### src/rtl/tx_channel.sv
// HDLC-style bit-serial transmitter: opening flag, bit-stuffed LSB-first data,
// closing flag, or an abort pattern; one line bit per clock outside IDLE.
module tx_channel (
  input  logic       Clk,
  input  logic       Rst,
  input  logic       Tx_Enable,
  input  logic [7:0] Tx_Data,
  input  logic       Tx_DataValid,
  input  logic       Tx_AbortFrame,
  output logic       Tx,
  output logic       Tx_RdBuff,
  output logic       Tx_Busy,
  output logic       Tx_Done,
  output logic       Tx_AbortedTrans
);

  typedef enum logic [2:0] {IDLE, FLAG_START, DATA, FLAG_END, ABORT} state_e;

  state_e     state_q, state_d;
  logic [7:0] sr_q, sr_d;
  logic [2:0] cnt_q, cnt_d;    // flag/abort bit index, or data bits left in sr_q
  logic [2:0] ones_q, ones_d;  // consecutive data ones, including the bit now on Tx
  logic       tx_q, tx_d;
  logic       done_q, done_d;
  logic       abrt_q, abrt_d;

  logic last_bit, stuff_now, abort_ok, byte_end, fetch;

  assign last_bit  = (cnt_q == 3'd7);
  assign stuff_now = (ones_q == 3'd5);
  assign abort_ok  = Tx_AbortFrame && (state_q == FLAG_START || state_q == DATA);
  // Byte boundary: end of opening flag, or last data bit shown with no stuff bit owed.
  assign byte_end  = (state_q == FLAG_START && last_bit) ||
                     (state_q == DATA && !stuff_now && cnt_q == 3'd0);
  assign fetch     = byte_end && Tx_DataValid && !abort_ok;

  always_ff @(posedge Clk or negedge Rst) begin
    if (!Rst) state_q <= IDLE;
    else      state_q <= state_d;
  end

  always_comb begin
    state_d = state_q;
    unique case (state_q)
      IDLE:       if (Tx_Enable) state_d = FLAG_START;
      FLAG_START: if (abort_ok) state_d = ABORT;
                  else if (last_bit) state_d = Tx_DataValid ? DATA : FLAG_END;
      DATA:       if (abort_ok) state_d = ABORT;
                  else if (byte_end && !Tx_DataValid) state_d = FLAG_END;
      FLAG_END,
      ABORT:      if (last_bit) state_d = IDLE;
      default:    state_d = IDLE;
    endcase
  end

  always_comb begin
    sr_d   = sr_q;
    cnt_d  = cnt_q;
    ones_d = ones_q;
    tx_d   = tx_q;
    done_d = 1'b0;
    abrt_d = 1'b0;
    if (fetch) begin
      sr_d   = {1'b0, Tx_Data[7:1]};
      cnt_d  = 3'd7;
      tx_d   = Tx_Data[0];
      ones_d = Tx_Data[0] ? ones_q + 3'd1 : 3'd0;
    end else if (state_d != state_q) begin
      // Every other transition starts a flag/abort pattern or returns to idle.
      sr_d   = '0;
      cnt_d  = '0;
      ones_d = '0;
      tx_d   = (state_d == IDLE);
      done_d = (state_q == FLAG_END) && (state_d == IDLE);
      abrt_d = (state_q == ABORT) && (state_d == IDLE);
    end else begin
      unique case (state_q)
        FLAG_START,
        FLAG_END: begin
          cnt_d = cnt_q + 3'd1;
          tx_d  = (cnt_q != 3'd6);
        end
        ABORT: begin
          cnt_d = cnt_q + 3'd1;
          tx_d  = 1'b1;
        end
        DATA: begin
          if (stuff_now) begin
            tx_d   = 1'b0;
            ones_d = '0;
          end else begin
            tx_d   = sr_q[0];
            sr_d   = sr_q >> 1;
            cnt_d  = cnt_q - 3'd1;
            ones_d = sr_q[0] ? ones_q + 3'd1 : 3'd0;
          end
        end
        default: tx_d = 1'b1;
      endcase
    end
  end

  always_ff @(posedge Clk or negedge Rst) begin
    if (!Rst) begin
      sr_q   <= '0;
      cnt_q  <= '0;
      ones_q <= '0;
      tx_q   <= 1'b1;
      done_q <= 1'b0;
      abrt_q <= 1'b0;
    end else begin
      sr_q   <= sr_d;
      cnt_q  <= cnt_d;
      ones_q <= ones_d;
      tx_q   <= tx_d;
      done_q <= done_d;
      abrt_q <= abrt_d;
    end
  end

  always_comb begin
    Tx              = tx_q;
    Tx_RdBuff       = fetch;
    Tx_Busy         = (state_q != IDLE);
    Tx_Done         = done_q;
    Tx_AbortedTrans = abrt_q;
  end

endmodule

### config.mk
export PLATFORM = sky130hd
export DESIGN_NAME = tx_channel
export DESIGN_NICKNAME = d
export VERILOG_FILES = /design/src/rtl/tx_channel.sv
export SDC_FILE = /design/constraint.sdc
export NUM_CORES = 1
export LEC_CHECK = 0
export CORE_MARGIN = 2
export CORE_UTILIZATION = 25
export CTS_CLUSTER_DIAMETER = 30
export DETAILED_ROUTE_END_ITERATION = 12
export DONT_BUFFER_PORTS = 1
export GPL_TIMING_DRIVEN = 0
export HOLD_SLACK_MARGIN = 0.12
export SETUP_SLACK_MARGIN = 0.15
export SYNTH_ARGS = -nofsm -noshare
export SYNTH_HDL_FRONTEND = slang
export SYNTH_SLANG_ARGS = --single-unit
### constraint.sdc
create_clock -name Clk -period 2.1 [get_ports Clk]
set_input_delay 0.42 -clock Clk [delete_from_list [all_inputs] [get_ports Clk]]
set_output_delay 0.42 -clock Clk [all_outputs]
set_load 0.02 [all_outputs]
==> impl.org <==
** Timing
- The final hold violation count was 0.
- RSZ-0062 raised after global routing :: yes
- Dividing the final minimum period by the clock period gives 1.01.
- Setup Total Neg Slack :: -0.0488 ns
- For the pin with the worst max-slew slack, the measured transition is 0.876 ns.
- Layout Skew :: 0.00357 ns
- In this run the tightest slew margin relative to its limit is 0.414.
- For this run, the top clock speed supported by timing is 0.470 GHz.
- Minimum setup slack in the final design :: -0.0263 ns
- Final Max Slew Viols :: 0
- Final setup violation count :: 2
- Minimum clock period :: 2.13 ns

** Routing
- DRT antenna net count :: 0
- Final routed DRC violation total :: 0
- Before antenna repair, the detailed router went through 4 iterations.
- Number of vias after detailed routing :: 1063
- After detailed routing, the average wire length per cell comes to 15.1 um.
- For this block, the routed nets add up to 3.12 mm of wire.
- Dividing the detail-routed via count by the number of cells gives 5.14.
- After the first detailed-routing iteration, the DRC count stood at 52.

** Placement
- Final GP Congestion :: 0.844
- Once placement completed, the tool counted placed cells totaling ~190.
- Detailed Place HPWL :: just under 2 mm
- Input/output buffers :: 0

** CTS
- Clock tree synthesis selected as its root buffer the cell clkbuf_8.
- For this design, the sink count on the clock tree is 19.
- Deepest clock path buffer count :: 2
- Worst-skew pair later-pin latency :: 0.26 ns
- Deepest level of the CTS H-tree :: 1
- Inserted Clock Buffers :: 3
- TritonCTS built the clock tree.
- Worst-path clk slew :: 0.07 ns

** Setup path
- Required time worst endpoint :: 2.29 ns
- The worst setup path is captured at a register.
- Together, buffers and inverters on the worst path number 1.
- Largest fanout of any net on the critical path :: 10
- Setup CP Type :: reg2reg
- Traced cell by cell, the critical path runs through buf_4, xor2_4, a221oi_4, mux2i_2, a21oi_2, or3_1, a21oi_1.
- Highest cell delay on the worst timing path :: 0.42 ns
- Delay-heaviest family, CP :: compound AO/OA/AOI/OAI gates
- Crit path arrival time :: 2.32 ns
- Slowest cell on the critical path :: dfrtp_1
- STA classifies the critical path startpoint as a register.

** Yosys
- Cell area after technology mapping :: approximately 1200 um^2
- Number of enable flip-flop cells after synthesis :: 0
- For this run, the number of Yosys warnings is 0.
- Yosys reg bits :: 19
- Share of flip-flops with an asynchronous set or reset after synthesis :: 1.00
- Cells after synthesis :: 131
- The synthesized netlist contains 42 unique library cells.
- Seq/Total Area, Yosys :: 0.399
- Synthesis produced a netlist with a net count of 147.
- Each instance of the synthesized netlist takes up on average 9.11 um^2.
- Post-synth top flop :: dfrtp_1

** Final layout
- Count of fill cells added during filler insertion :: 482
- Synthesis-to-finish area growth :: 32.6%
- Leaving out filler cells and counting taps, the final layout contains 207.
- After the last flow step, the layout net total stands at 170.
- The number of antenna diodes in the final layout is 0.
- Of the cells placed in the final design, the portion with a size suffix greater than 1 is 0.301.

** GRT
- The first global-routing pass estimated 5.16 mm of wire.
- Overall global routing resource usage :: 0.125
- Initial antenna violation count :: 0
- Entering global routing, the biggest net connects 20 pins.
- GRT Residual Overflow :: 0
- Via count of the first global-routing pass :: 1041

** Floorplan
- The die covers about 5300 um^2.
- In this run the count of I/O pins placed on the die edge is 18.
- Initial core utilization :: 0.256
- Die Span Y :: 73.1 um
- Die W :: 73.1 um
- The region available for standard cell placement spans 4660 um^2.
- In this run the core area contains 25 standard-cell rows.

** Outcome
- Violated checks :: setup timing
- The run finished, with violations left.

** Pwr
- For this design the static power due to leakage is 0.706 nW.
- Power density relative to cell area :: roughly 950 nW/um^2
- IR analysis of the VDD net gives a maximum drop of 309 uV.

** Hold path
- Hold Crit Class :: in2reg

** Run
- Across the run, the number of max-cap violations was 0.
[cells by family (layout without fill, tap and decap cells)]
family,Yosys count,in the layout,share of synthesized area
and+or+nand+nor,49,49,0.205
AOI/OAI and AO/OA,35,35,0.202
muxes,8,8,0.0671
xor gates and xnor gates,4,4,0.0356
buffers and inverters,13,35,0.0524
DFF,19,19,0.399
adders and majority gates,3,3,0.0377
[report_power, final]
part / total [mW] / switching [mW] / internal [mW]
Clock: 0.263 / 0.128 / 0.135
Combinational: 0.751 / 0.409 / 0.342
Sequential: 0.487 / 0.0655 / 0.422
Total: 1.50 / 0.603 / 0.899
[registers in the layout, summed over array words and instances, names as in the netlist]
register / flops
Tx: 1
Tx_Done: 1
ones_q: 3
Tx_AbortedTrans: 1
state_q: 3
sr_q: 7
cnt_q: 3
[through the flow]
stage	area [um^2]	total power, mW	setup slack [ns]	hold WS [ns]	utilization
6_report	1580	1.50	-0.0263	0.275	0.340
5_1_grt	1580	1.61	-0.130	0.282	0.340
4_1_cts	1530	1.42	-0.00475	0.278	0.328
3_5_place_dp	1280	1.03	-0.132	0.125	0.274
3_3_place_gp	1280	1.03	-0.129	0.125	0.274
2_1_floorplan	1210	0.923	0.0963	0.124	-
[cell usage in the layout, fill, tap and decap left out, types with 3 or more instances in the layout]
master and n:
dfrtp_2 4, dfrtp_1 14, a31oi_1 3, or3_1 3
nand2_1 16, buf_4 16, mux2i_1 7, clkbuf_1 3
clkbuf_8 4, inv_1 5, a21oi_1 6, nor2_1 9
nand2_2 3, nand2b_1 3, o31ai_1 6, o21ai_0 8
buf_6 3
[Yosys cell counts, types with 2 or more instances]
| cell type | count | area share |
|---|---|---|
| clkbuf_1 | 3 | 0.0094 |
| nand2_1 | 19 | 0.060 |
| a31oi_1 | 3 | 0.016 |
| nor2_1 | 9 | 0.028 |
| ha_1 | 2 | 0.021 |
| a21oi_1 | 8 | 0.034 |
| mux2i_1 | 8 | 0.067 |
| buf_2 | 2 | 0.0084 |
| o21ai_0 | 8 | 0.034 |
| dfrtp_1 | 18 | 0.38 |
| xnor2_1 | 2 | 0.015 |
| nand3_1 | 2 | 0.0084 |
| or3_1 | 4 | 0.021 |
| nand4_1 | 2 | 0.010 |
| nand2b_1 | 3 | 0.016 |
| inv_1 | 5 | 0.016 |
| nor3_1 | 3 | 0.013 |
| o31ai_1 | 6 | 0.038 |
[worst paths after layout]
check	startpoint	end	slack [ns]	depth (start not counted)
worst max-delay path	state_q[1]$_DFF_PN0_	ones_q[2]$_DFFE_PN0P_	-0.03	7
max in group asynchronous	Rst	state_q[2]$_DFF_PN0_	0.78	1
worst max register to register	state_q[1]$_DFF_PN0_	ones_q[2]$_DFFE_PN0P_	-0.03	7
min in group asynchronous	Rst	state_q[0]$_DFF_PN0_	0.72	1
worst min-delay path	Tx_Data[6]	sr_q[5]$_DFFE_PN0P_	0.27	2
worst min register to register	sr_q[6]$_DFFE_PN0P_	sr_q[6]$_DFFE_PN0P_	0.54	1
[what timing repair did]
item,in CTS,in global routing
hold buffers,1,0
gates cloned,1,0
setup endpoints to repair,15,17
gates resized for setup,15,7
hold endpoints to repair,19,0
buffers inserted,14,2
pin swaps,5,1
[area by class of cell]
class / instances / area (um^2) / share of cell area
multi-input cells: 99 / 736 / 0.465
flip-flops and latches: 19 / 482 / 0.304
repair buffers: 18 / 156 / 0.0988
plain buffers: 7 / 73.8 / 0.0466
well taps: 54 / 67.6 / 0.0427
clock buffers: 4 / 45.0 / 0.0285
inverters: 6 / 22.5 / 0.0142
[metal layers]
layer	GRT usage	part of all wire	vias up
li1	-	-	514
met1	0.172	0.46	522
met2	0.196	0.49	22
met3	0.0304	0.041	5
met4	0.0309	0.012	0
met5	0	0	-
(Power assumes the default switching activity.)
